<file path="src/rtl/if_fetch_ctrl.sv">
// if_fetch_ctrl: IF-stage fetch sequencer. Owns the fetch PC, drives a
// multi-cycle req/ack instruction-memory port, and presents one F slot to D
// backed by a one-entry skid register. Taken branches/jumps from D are
// applied with MIPS delay-slot semantics.
// Optional build macro: IF_FETCH_EXC_EN (address-error check before issue).
module if_fetch_ctrl #(
    parameter logic [31:0] RESET_PC      = 32'h0000_3000,
    parameter logic [31:0] IM_BASE       = 32'h0000_3000,
    parameter int unsigned IM_SIZE_WORDS = 4096
) (
    input  logic        clk,
    input  logic        reset,
    input  logic        D_stall,
    input  logic        redirect,
    input  logic [31:0] redirect_pc,
    output logic        im_req,
    output logic [31:0] im_addr,
    input  logic        im_ack,
    input  logic [31:0] im_rdata,
    output logic        F_valid,
    output logic [31:0] F_PC,
    output logic [31:0] F_Instr,
    output logic        F_exc,
    output logic [4:0]  F_excCode
);

    typedef enum logic {
        S_FETCH = 1'b0,
        S_HOLD  = 1'b1
    } state_t;

    state_t      r_state;
    state_t      w_state_nxt;

    logic [31:0] r_pc;
    logic [31:0] r_tgt;
    logic        r_tgt_pend;
    logic        r_drop;

    logic        r_valid;
    logic [31:0] r_slot_pc;
    logic [31:0] r_slot_instr;
    logic        r_slot_exc;

    logic [31:0] r_skid_pc;
    logic [31:0] r_skid_instr;
    logic        r_skid_exc;

    logic        w_consume;
    logic        w_slot_free;
    logic        w_kill;
    logic        w_bad;
    logic        w_ack;
    logic        w_take;
    logic [31:0] w_arr_instr;

`ifdef IF_FETCH_EXC_EN
    // Misaligned or outside [IM_BASE, IM_BASE + 4*IM_SIZE_WORDS).
    function automatic logic f_addr_bad(input logic [31:0] a);
        logic [32:0] lo;
        logic [32:0] hi;
        lo = {1'b0, IM_BASE};
        hi = lo + 33'(4 * IM_SIZE_WORDS);
        return (a[1:0] != 2'b00) || ({1'b0, a} < lo) || ({1'b0, a} >= hi);
    endfunction

    assign w_bad = (r_state == S_FETCH) && f_addr_bad(r_pc);
`else
    // No address checking: every fetch goes out to IM.
    logic w_unused_cfg;
    assign w_unused_cfg = ^{IM_BASE, 32'(IM_SIZE_WORDS)};
    assign w_bad        = 1'b0;
`endif

    // A bad address completes immediately as a synthetic ack with a zero word.
    assign w_ack       = (r_state == S_FETCH) && (w_bad || im_ack);
    assign w_arr_instr = w_bad ? 32'h0 : im_rdata;

    assign w_consume   = r_valid && !D_stall;
    assign w_slot_free = !r_valid || w_consume;
    // F slot occupied means the delay slot is already fetched: younger words are wrong-path.
    assign w_kill      = redirect && r_valid;
    assign w_take      = w_ack && !r_drop && !w_kill;

    // State register.
    always_ff @(posedge clk) begin
        if (reset) r_state <= S_FETCH;
        else       r_state <= w_state_nxt;
    end

    // Next state: park in HOLD only when a word arrives with nowhere to go but the skid.
    always_comb begin
        w_state_nxt = r_state;
        case (r_state)
            S_FETCH: if (w_take && !w_slot_free) w_state_nxt = S_HOLD;
            S_HOLD:  if (w_kill || w_slot_free)  w_state_nxt = S_FETCH;
            default: w_state_nxt = S_FETCH;
        endcase
    end

    // Outputs: request only while fetching a legal address; address is the held pc.
    always_comb begin
        im_req  = (r_state == S_FETCH) && !w_bad;
        im_addr = r_pc;
    end

    // PC, redirect bookkeeping, F slot and skid register.
    always_ff @(posedge clk) begin
        if (reset) begin
            r_pc         <= RESET_PC;
            r_tgt        <= RESET_PC;
            r_tgt_pend   <= 1'b0;
            r_drop       <= 1'b0;
            r_valid      <= 1'b0;
            r_slot_pc    <= RESET_PC;
            r_slot_instr <= 32'h0;
            r_slot_exc   <= 1'b0;
            r_skid_pc    <= RESET_PC;
            r_skid_instr <= 32'h0;
            r_skid_exc   <= 1'b0;
        end else begin
            if (w_consume) r_valid <= 1'b0;
            case (r_state)
                S_FETCH: begin
                    if (w_ack) begin
                        r_drop <= 1'b0;
                        if (w_take) begin
                            if (w_slot_free) begin
                                r_slot_pc    <= r_pc;
                                r_slot_instr <= w_arr_instr;
                                r_slot_exc   <= w_bad;
                                r_valid      <= 1'b1;
                            end else begin
                                r_skid_pc    <= r_pc;
                                r_skid_instr <= w_arr_instr;
                                r_skid_exc   <= w_bad;
                            end
                        end
                        // Kill, or the arriving word is itself the delay slot: jump now.
                        if (w_kill || (redirect && !r_drop)) begin
                            r_pc       <= redirect_pc;
                            r_tgt_pend <= 1'b0;
                        end else begin
                            r_pc       <= r_tgt_pend ? r_tgt : r_pc + 32'd4;
                            r_tgt_pend <= redirect;
                            if (redirect) r_tgt <= redirect_pc;
                        end
                    end else if (redirect) begin
                        // Address must stay put until ack; apply the target afterwards.
                        r_tgt      <= redirect_pc;
                        r_tgt_pend <= 1'b1;
                        if (r_valid) r_drop <= 1'b1;
                    end
                end
                S_HOLD: begin
                    if (w_kill) begin
                        r_pc       <= redirect_pc;
                        r_tgt_pend <= 1'b0;
                    end else if (w_slot_free) begin
                        r_slot_pc    <= r_skid_pc;
                        r_slot_instr <= r_skid_instr;
                        r_slot_exc   <= r_skid_exc;
                        r_valid      <= 1'b1;
                    end
                end
                default: ;
            endcase
        end
    end

    assign F_valid   = r_valid;
    assign F_PC      = r_slot_pc;
    assign F_Instr   = r_slot_instr;
`ifdef IF_FETCH_EXC_EN
    assign F_exc     = r_slot_exc;
    assign F_excCode = r_slot_exc ? 5'd4 : 5'd0;
`else
    logic w_unused_exc;
    assign w_unused_exc = r_slot_exc;
    assign F_exc        = 1'b0;
    assign F_excCode    = 5'd0;
`endif

endmodule

</file>
<file path="config.mk">
export PLATFORM = sky130hd
export DESIGN_NAME = if_fetch_ctrl
export DESIGN_NICKNAME = d
export VERILOG_FILES = /design/src/rtl/if_fetch_ctrl.sv
export SDC_FILE = /design/constraint.sdc
export NUM_CORES = 1
export LEC_CHECK = 0
export BUFFER_PORTS_ARGS = -buffer_cell sky130_fd_sc_hd__buf_2
export CORE_ASPECT_RATIO = 1.5
export CORE_MARGIN = 8
export CORE_UTILIZATION = 55
export CTS_CLUSTER_DIAMETER = 100
export DETAILED_ROUTE_END_ITERATION = 8
export GPL_TIMING_DRIVEN = 0
export HOLD_SLACK_MARGIN = 0.06
export PLACE_DENSITY = 0.79
export SYNTH_ARGS = -nofsm -noshare
export SYNTH_HDL_FRONTEND = slang
export SYNTH_SLANG_ARGS = --single-unit
</file>
<file path="constraint.sdc">
create_clock -name clk -period 2.4 [get_ports clk]
set_clock_uncertainty 0.15 [all_clocks]
set_input_delay 0.24 -clock clk [delete_from_list [all_inputs] [get_ports clk]]
set_output_delay 0.24 -clock clk [all_outputs]
set_load 0.01 [all_outputs]
</file>
== Yosys cells after proc, flatten, opt, wreduce, memory -nomap -nowiden ==
Index checks and enable logic that the tools add are counted.
Word-level totals
  register bits: 196
  word-level logic and storage cells: 81
Operators by class
  reductions and logical operators: 23
  multiplexer cells: 37
  bitwise gates (word level): 2
  $add $sub $neg: 1
  eq/ne operators: 8
Operators with widths (number)
  two-way mux 32 bit: 17
  one-hot mux 32 bit (2 select lines): 3
  adder 32 x 3 -> 32 bit, second input constant: 1
  two-way mux 1 bit: 14
  != test 2 x 1 -> 1 bit, second input constant: 5
  logical AND 1 bit: 7
  one-hot mux 1 bit (2 select lines): 3
  AND reduction 2 bit: 3
  zero test 1 bit: 5
  AND reduction 5 bit: 1
  != test 2 bit, second input constant: 2
  AND reduction 4 bit: 1
  nonzero test 2 bit: 2
  logical OR 1 bit: 3
  != test 3 x 2 -> 1 bit, second input constant: 1
  AND reduction 3 bit: 1
  NOT 1 bit: 2

== Depth between registers and ports, before layout ==
Gate-level depths: netlist (run 1).
  depth in word-level cells: 7
  gate-level depth with buffers: 8
  mapped depth without buffers: 6

== Worst setup path after synthesis (run 1) ==
Ideal clock, no wire load.
  path type: flip-flop to flip-flop
  from: register r_pc[2], in the netlist im_addr[2]
  to: register r_pc[30], in the netlist im_addr[30]
  library setup time: 86 ps
  data required time: 2164 ps
  period minus slack after synthesis: 2204 ps
  cell stages (with the launch flop): 7
  data arrival time: 1968 ps
  buffers on the path: 0
  setup slack: 196 ps
  cell sequence: dfxtp_1 > ha_1 > nand2_1 > nor3_4 > nand3_2 > or4_1 > a211oi_1
Between the ends
  longest elaborated chain between the ends: 5
RTL lines
  start: declaration: RTL line 35  | logic [31:0] r_pc;
  start signal: assignment: RTL line 141  | r_pc <= redirect_pc;
  start signal: assignment: RTL line 144  | r_pc <= r_tgt_pend ? r_tgt : r_pc + 32'd4;
  start signal: assignment: RTL line 157  | r_pc <= redirect_pc;
  adder 32 x 3 -> 32 bit: RTL line 144
  two-way mux 32 bit: RTL line 144
  two-way mux 32 bit: RTL line 140  | if (w_kill || (redirect && !r_drop)) begin
  two-way mux 32 bit: RTL line 125  | if (w_ack) begin
  one-hot mux 32 bit (2 select lines): RTL line 123  | case (r_state)
No other way between the ends. The select of a mux whose other input is x is not followed.
A chain may end at the register's enable or synchronous reset.

== Final worst setup path (run 1) ==
  from: register r_state
  to: register r_pc[11], in the netlist im_addr[11]
Between the ends
  longest elaborated chain between the ends: 4
RTL lines
  start: declaration: RTL line 32  | state_t r_state;
  start signal: assignment: RTL line 88  | else r_state <= w_state_nxt;
  NOT 1 bit (no line)
  logical AND 1 bit: RTL line 76  | assign w_ack = (r_state == S_FETCH) && (w_bad || im_ack);
  != test 2 x 1 -> 1 bit (no line)
  AND reduction 2 bit (no line)
Parallel ways exist; a longest one is shown, timed or not.

==> results of run 1 <==
==> worst max-delay path, delay by kind of cell (launching register included) <==
family                 cells  cell delay (ps)
AND/OR/NAND/NOR            2              630
AO/OA/AOI/OAI              2              410
buffers and inverters      2              750
flip-flops                 1              300
==> kinds of logic after synthesis <==
logic type	count (synthesis)	synth area share, %
mux	69	7.95
buf+inv	109	5.17
other cells	1	0.0431
xor+xnor	11	1.11
flops	196	45.1
fa+ha+maj	1	0.144
compound gates	273	20.3
simple gates	406	20.2
==> repair_timing <==
item	in CTS	in global routing
resized for setup	12	24
setup buffers	0	1
hold buffers	66	0
pin swaps	0	3
endpoints found under the hold margin	121	0
endpoints found under the setup margin	77	81
==> metal layers <==
layer	part of all wire (%)	wire length [um]
met1	38	10800
met2	52	15100
met3	7.4	2120
met4	2.9	828
met5	0	0
==> how the worst min path moves through the flow <==
| stage | cells past startpoint | from | slack [ps] | endpoint |
|---|---|---|---|---|
| finish | 3 | im_ack | 70 | r_state |
| floorplan | 2 | redirect_pc[12] | 210 | r_tgt[12] |
| global route | 3 | im_ack | 70 | r_state |
| global placement | 2 | r_tgt[26] | 290 | r_tgt[26] |
| CTS | 3 | redirect | 80 | r_drop |
| detailed placement | 2 | r_tgt[26] | 290 | r_tgt[26] |
==> cells in the final DEF (no fill, tap or decap), drive strengths merged, types with 6 or more instances in the layout <==
master and n:
xor2 6, and3 8, mux2i 68, nand2 232, o211ai 6, a311oi 6, dlygate4sd3 66, inv 15
clkinv 8, conb 6, nor4 7, a22oi 6, dfxtp 196, a21oi 114, clkbuf 86, nand4 8
o21ai 18, buf 195, nor2 91, nand3 28, a211oi 76, nor3 10
==> flip-flops by register name, indices dropped and copies added, names as in the netlist <==
signal / cells
F_Instr: 32
F_PC: 32
F_valid: 1
im_addr: 32
r_drop: 1
r_skid_instr: 32
r_skid_pc: 32
r_state: 1
r_tgt: 32
r_tgt_pend: 1
==> power by group <==
part | switching [uW] | internal [uW] | leakage, uW
Combinational | 681 | 455 | 0.00236
Clock | 1410 | 1440 | 0.000287
Sequential | 136 | 3420 | 0.00160
==> final cells by class <==
class | instances | area (sq um) | area share (%)
diodes | 1 | 2.50 | 0.0224
multi-input cells | 766 | 4420 | 39.6
clock buffers | 19 | 453 | 4.06
clock inverters | 13 | 140 | 1.26
well taps | 203 | 254 | 2.28
plain buffers | 97 | 423 | 3.79
inverters | 11 | 41.3 | 0.370
repair buffers | 231 | 1490 | 13.4
flip-flops and latches | 196 | 3930 | 35.3
==> through the flow <==
stage	setup TNS, ps	instances	total power, uW	util [%]
global route	-3.67	1537	7780	71.7
detailed placement	-5320	1438	4660	63.0
floorplan	0	1071	4210	-
finish	0	1537	7540	71.7
CTS	0	1536	7510	71.3
global placement	-3780	1438	4630	63.0
==> results.toml, run 1 <==
[floorplanning]
row_count = 56
die_area_sq_um = 20200
dieWidth_um = 119
coreArea_sq_um = 15600
start_util_pct = 56.0
io_pins = 173
fp.dieH_um = 170

[critical_path]
rrSetupSlack_ps = 80
crit_type = "flip-flop to flip-flop"
reg2reg_to = "im_addr[11]"
worstPathRequired_ps = 2610
cpPeakStageDelay_ps = 580
path_max_fanout = 10
reg2regPathDepth = 6
worstSetupStartpoint = "r_state"
cp-endpoint = "im_addr[11]"
crit_path_end_kind = "flip-flop"
worstSetupStartpointType = "flip-flop"
slowest_stage = "clkbuf_1"
worstPathArrival_ps = 2530
worstPathCellList = "buf_2 -> and3_1 -> nor2_2 -> clkbuf_1 -> a22oi_1 -> o2bb2ai_1"
r2r-start = "r_state"

[global_route]
grt_busiest_layer = "met2"
gr-total-overflow = 0
use_met1_pct = 29.6
antenna_found_initial = 1
grt_use_met3_pct = 5.14
grtUsageMet2_pct = 51.9
grt_usage_pct = 27.8
grt_max_degree = 20
grt_pass1_wl_um = 45300
grt_pass1_vias = 8716

[place]
dp_hpwl_um = 20700
io_buffers = 164
preCtsSetupSlack_ps = -334
place_congestion = 0.972
placed_area_sq_um = 9800

[finish]
drive_above_1_share_pct = 19.0
layout-area-overhead-vs-synth_pct = 28.0
final_nets = 1390
final_area_sq_um = 11200
fillCellCount = 1270

[sta]
hold_violations = 0
rsz0062_at_grt = "yes"
maxSlewHeadroom_pct = 48.5
period_needed_ps = 2320
fin_hold_ws_ps = 70.3
worstMarginPinSlew_ps = 773
fmax_ghz = 0.431
slew_viol_final = 0
worst_slack_ps = 82.3
fin_crit_sh_pct = 96.6
finalSetupViolations = 0

[cts]
clk_transition_reported_paths_ps = 80
cts_tree = "yes"
clkLatencyLatePin_ps = 440
cts_root_buf = "clkbuf_16"
clk_path_buf_depth = 2
clock_sinks = 196
htree_levels = 4
cts_buffers = 17

[routing]
drt_pass1_iterations = 7
vias_per_cell = 5.83
postRouteAntennaNets = 0
drtIter0Drc = 845
drc = 0
vias = 8962
wl_um = 28900
post_drt_wl_per_cell_um = 18.8

[synth]
syn-cell-area_sq_um = 8710
yosysTopAreaCellShare_pct = 45.1
synthTopCellsByCount = "nand2_1 (232), dfxtp_1 (196), a21oi_1 (114)"
synthFlopType = "dfxtp_1"
yosys_warnings = 0
synth_edf_count = 0
ys_async_sr_fraction_pct = 0
yosysSeqAreaShare_pct = 45.1
ys_top_cells_by_area = "dfxtp_1 (45%), nand2_1 (10%), mux2i_1 (7.8%)"
netlist_instances = 1066
synth_most_common_cell = "nand2_1"
ys_ff_latch = 196
synth_top_cell_by_area = "dfxtp_1"
syn_avg_cell_area_sq_um = 8.17
ys_types = 66

[power]
power_density_nw_per_um2 = 677
irDropWorstVdd_v = 0.000400
p_leak_uw = 0.00425

[run_status]
status = "finished clean"

[run]
max-cap-violations = 0

[worst_hold_path]
hp-class = "primary input to flip-flop"
No activity file was read; power rests on OpenSTA's default activity.
==> run 2: changes to the inputs <==
--- a/config.mk
+++ b/config.mk
@@ -14,6 +14,7 @@
 export GPL_TIMING_DRIVEN = 0
 export HOLD_SLACK_MARGIN = 0.06
 export PLACE_DENSITY = 0.79
+export RECOVER_POWER = 100
 export SYNTH_ARGS = -nofsm -noshare
 export SYNTH_HDL_FRONTEND = slang
 export SYNTH_SLANG_ARGS = --single-unit
==> constraint.sdc (replaced) <==
create_clock -name clk -period 2.2 [get_ports clk]
set_clock_uncertainty 0.15 [all_clocks]
set_input_delay 0.22 -clock clk [delete_from_list [all_inputs] [get_ports clk]]
set_output_delay 0.22 -clock clk [all_outputs]
set_load 0.01 [all_outputs]
==> run 2 against run 1 <==
Against the previous run: first-iteration DRC count grew 0.47%; combinational power rose by 9%; core utilization rose by 0.58 points; worst hold slack worse by 22 ps; final area grew 0.81%; register-to-register slack worse by 40 ps; sequential power up 9.6%; critical path depth is 1 lower; sequential share of layout area shrank 0.26 points; power up 11%; setup slack got worse by 39 ps; largest power group unchanged; highest routed layer unchanged.
==> results.toml, run 2 (same netlist as run 1, synthesis figures left out) <==
[cts]
clk_path_buf_depth = 2
cts_buffers = 17
cts_tree = "yes"
clock_sinks = 196
htree_levels = 4
cts_root_buf = "clkbuf_16"
clk_transition_reported_paths_ps = 80
clkLatencyLatePin_ps = 430

[finish]
final_nets = 1400
layout_common_cells = "nand2_1 (232), dfxtp_1 (192), clkbuf_1 (123)"
layout_commonest_cell = "nand2_1"
fillCellCount = 1297
regArea_sq_um = 3930
final_cells = 1547
final_area_sq_um = 11200
multiInputGateArea_sq_um = 4460
drive_above_1_share_pct = 15.7
utilization_pct = 72.3
layout-area-overhead-vs-synth_pct = 29.1

[floorplanning]
start_util_pct = 56.0
row_count = 56
dieWidth_um = 119
coreArea_sq_um = 15600
io_pins = 173
die_area_sq_um = 20200
fp.dieH_um = 170

[sta]
fmax_ghz = 0.464
finalSetupViolations = 0
worstMarginPinSlew_ps = 796
fin_crit_sh_pct = 98.0
hold_violations = 0
fin_hold_ws_ps = 48.2
maxSlewHeadroom_pct = 46.6
period_needed_ps = 2160
slew_viol_final = 0
rsz0062_at_grt = "yes"
worst_slack_ps = 43.4

[power]
irDropWorstVdd_v = 0.000607
power_density_nw_per_um2 = 743
p_leak_uw = 0.00409

[place]
preCtsSetupSlack_ps = -577
dp_hpwl_um = 21100
place_congestion = 0.950
io_buffers = 164
dp_cells = 1438
placed_area_sq_um = 9800

[routing]
vias = 8978
post_drt_wl_per_cell_um = 19.2
wl_um = 29700
vias_per_cell = 5.80
drt_pass1_iterations = 5
postRouteAntennaNets = 0
drc = 0
drtIter0Drc = 849

[critical_path]
reg2reg_to = "im_addr[30]"
worstPathCellList = "nand4_1 -> nor2_4 -> nand3_4 -> or4_1 -> a211oi_1"
r2r-start = "im_addr[17]"
cp-endpoint = "im_addr[30]"
rrSetupSlack_ps = 40
slowest_stage = "or4_1"
worstSetupStartpointType = "flip-flop"
cpPeakStageDelay_ps = 500
crit_path_end_kind = "flip-flop"
path_max_fanout = 7
worstPathArrival_ps = 2360
worstPathRequired_ps = 2400
crit_type = "flip-flop to flip-flop"
worstSetupStartpoint = "im_addr[17]"
reg2regPathDepth = 5

[global_route]
grt_pass1_vias = 8815
antenna_found_initial = 2
grt_usage_pct = 28.4
gr-total-overflow = 0
grt_max_degree = 19
grt_pass1_wl_um = 46100

[run]
max-cap-violations = 0

[run_status]
status = "finished clean"

[worst_hold_path]
hp-class = "primary input to flip-flop"
hold_depth = 3
==> run 2: cell type report <==
cell class	instances	area share [%]
multi-input cells	766	39.6
flip-flops and latches	196	35.0
repair buffers	243	13.0
plain buffers	95	4.27
clock buffers	18	3.91
well taps	203	2.26
clock inverters	13	1.49
inverters	11	0.367
diodes	2	0.0445
==> run 2: report_power, final <==
part,internal (uW),switching (uW)
sequential,3740,159
clock,1750,1470
combinational,482,757
total,5960,2390
==> run 2: worst min path at each step <==
stage                          startpoint         to  slack, ps
final                              im_ack    r_state         50
after global routing               im_ack    r_state         90
after CTS                        redirect     r_drop         70
after detailed placement        r_tgt[30]  r_tgt[30]        290
after global placement          r_tgt[29]  r_tgt[29]        290
after floorplan           redirect_pc[12]  r_tgt[12]        190
==> run 2: what timing repair did <==
action / CTS / global route
resized for setup: 29 / 82
buffers inserted: 2 / 11
gates cloned: 0 / 0
pin swaps: 4 / 6
setup endpoints to repair: 147 / 169
endpoints found under the hold margin: 124 / 0
hold buffers: 66 / 0
==> run 2: per-layer routing <==
layer  up-vias  global-route usage (%)  part of all wire [%]
met5         -                       0                     0
met4         0                    13.9                   2.9
met2       434                    53.2                    53
met1      4198                    30.0                    37
li1       4289                       -                     -
met3        57                    5.04                   6.7
==> run 2: worst max-delay path: cells and delay by family, from the launching register on <==
| family | cells | cell delay (ps) |
|---|---|---|
| AO/OA/AOI/OAI | 1 | 220 |
| AND/OR/NAND/NOR | 4 | 1200 |
| flip-flops | 1 | 490 |
==> run 2: metrics by stage <==
step / power (uW) / setup TNS [ps]
final: 8350 / 0
after global routing: 8630 / -125
after CTS: 8340 / 0
after detailed placement: 5090 / -23740
after global placement: 5060 / -23610
after floorplan: 4590 / 0
==> run 3: changes to the inputs <==
--- a/config.mk
+++ b/config.mk
@@ -7,13 +7,14 @@
 export LEC_CHECK = 0
 export BUFFER_PORTS_ARGS = -buffer_cell sky130_fd_sc_hd__buf_2
 export CORE_ASPECT_RATIO = 1.5
-export CORE_MARGIN = 8
-export CORE_UTILIZATION = 55
+export CORE_MARGIN = 2
+export CORE_UTILIZATION = 57
+export CTS_BUF_LIST = sky130_fd_sc_hd__clkbuf_4
 export CTS_CLUSTER_DIAMETER = 100
 export DETAILED_ROUTE_END_ITERATION = 8
 export GPL_TIMING_DRIVEN = 0
 export HOLD_SLACK_MARGIN = 0.06
-export PLACE_DENSITY = 0.79
+export PLACE_DENSITY = 0.81
 export RECOVER_POWER = 100
 export SYNTH_ARGS = -nofsm -noshare
 export SYNTH_HDL_FRONTEND = slang
==> run 3 against run 2 <==
Against the previous run: via count shrank 0.53%; sequential power is essentially flat; flip-flop and latch count is the same; cell count grew 0.26%; non-clock buffer count grew 8; final area shrank 2.1%; setup slack lost 13 ps; core utilization grew 1.1 points; critical endpoint is now im_addr[19]; largest power group unchanged.
==> results.toml, run 3 (same netlist as run 1, synthesis figures left out) <==
[finish]
final_nets = 1408
utilization_pct = 73.4
final_area_sq_um = 11000
drive_above_1_share_pct = 15.8
layout-area-overhead-vs-synth_pct = 26.4
layout_commonest_cell = "nand2_1"
layout_common_cells = "nand2_1 (232), dfxtp_1 (188), clkbuf_1 (129)"

[sta]
maxSlewHeadroom_pct = 48.1
worst_slack_ps = 30.6
fin_hold_ws_ps = 228
worstMarginPinSlew_ps = 770
rsz0062_at_grt = "yes"
hold_violations = 0
slew_viol_final = 0
fmax_ghz = 0.461
fin_crit_sh_pct = 98.6
period_needed_ps = 2170
finalSetupViolations = 0

[critical_path]
path_common_cell = "buf_2"
crit_type = "primary input to flip-flop"
crit_path_end_kind = "flip-flop"
worstPathCellList = "dlygate4sd3_1 -> buf_2 -> inv_1 -> o21ai_2 -> clkbuf_2 -> buf_2 -> nand2_1 -> a41oi_1 -> o21a_1"
slowest_stage = "dlygate4sd3_1"
cpPeakStageDelay_ps = 550
path_max_fanout = 10
worstPathRequired_ps = 2610
worstSetupStartpointType = "primary input"
worstPathArrival_ps = 2580

[floorplanning]
die_area_sq_um = 16300
row_count = 55
dieWidth_um = 105
io_pins = 173
fp.dieH_um = 155
coreArea_sq_um = 15000
start_util_pct = 58.0

[run_status]
status = "finished clean"

[run]
max-cap-violations = 0

[cts]
cts_root_buf = "clkbuf_4"
htree_levels = 4
clk_path_buf_depth = 2
cts_buffers = 17
clock_sinks = 196
clkLatencyLatePin_ps = 590
clk_transition_reported_paths_ps = 190
cts_tree = "yes"

[routing]
post_drt_wl_per_cell_um = 18.2
postRouteAntennaNets = 0
vias = 8930
drt_pass1_iterations = 5
vias_per_cell = 5.76
wl_um = 28300
drtIter0Drc = 626
drc = 0

[place]
place_congestion = 0.981
placed_area_sq_um = 9800
io_buffers = 164
preCtsSetupSlack_ps = -593
dp_hpwl_um = 19800

[global_route]
antenna_found_initial = 1
grt_pass1_vias = 8655
grt_usage_pct = 34.1
grt_max_degree = 22
gr-total-overflow = 0
grt_pass1_wl_um = 44300

[power]
p_leak_uw = 0.00398
power_density_nw_per_um2 = 647
irDropWorstVdd_v = 0.000356

[worst_hold_path]
hp-class = "primary input to flip-flop"
## run 3: cell count changes in the layout (fill, tap and decap cells not counted), moves of 6 or more
cell       change
clkbuf_2      -10
clkbuf_4      +13
clkbuf_16     -17
buf_2          +6
clkbuf_1       +6
## run 3: final timing paths
check | startpoint | endpoint | slack, ps | cells past startpoint
min | redirect_pc[12] | r_tgt[12] | 230 | 4
min reg2reg | r_tgt[26] | r_tgt[26] | 310 | 2
max | redirect | im_addr[19] | 30 | 9
max reg2reg | r_drop | im_addr[19] | 50 | 7
## run 3: timing repair
| action | in CTS | in global routing |
|---|---|---|
| gates cloned | 0 | 0 |
| pin swaps | 5 | 4 |
| endpoints found under the setup margin | 152 | 124 |
| resized for setup | 36 | 53 |
| hold endpoints to repair | 136 | 0 |
| setup buffers | 5 | 11 |
| hold buffers | 70 | 0 |
## run 3: where the power goes
part           internal [uW]  switching [uW]
Sequential              3740             157
Combinational            486             748
Clock                    547            1440
## run 3: metrics by stage
| stage | cells | setup TNS [ps] | total power, uW |
|---|---|---|---|
| 5_1_grt | 1551 | -17.4 | 7410 |
| 3_5_place_dp | 1434 | -23040 | 5070 |
| 4_1_cts | 1539 | 0 | 7100 |
| 3_3_place_gp | 1434 | -21150 | 5040 |
| 6_report | 1551 | 0 | 7120 |
| 2_1_floorplan | 1071 | 0 | 4590 |
## run 3: cell type report
class	count	area, sq um
flip-flops and latches	196	3940
plain buffers	96	458
multi-input cells	766	4460
fillers	1267	4000
well taps	199	249
inverters	11	41.3
clock buffers	17	128
diodes	1	2.50
repair buffers	250	1550
clock inverters	15	183
## run 3: critical path, delay by kind of cell
kind,cells,cell delay [ps]
buf+inv,5,1600
compound gates,3,630
simple gates,1,130
## run 3: per-layer routing
metal  vias to the layer above  global-route usage (%)  routed length (um)  part of all wire [%]
met5                         -                       0                   0                     0
met4                         0                    14.4                 934                   3.3
met3                        73                    5.32                1960                   6.9
met2                       410                    63.8               14800                    52
met1                      4148                    38.1               10600                    38
li1                       4299                       -                   -                     -
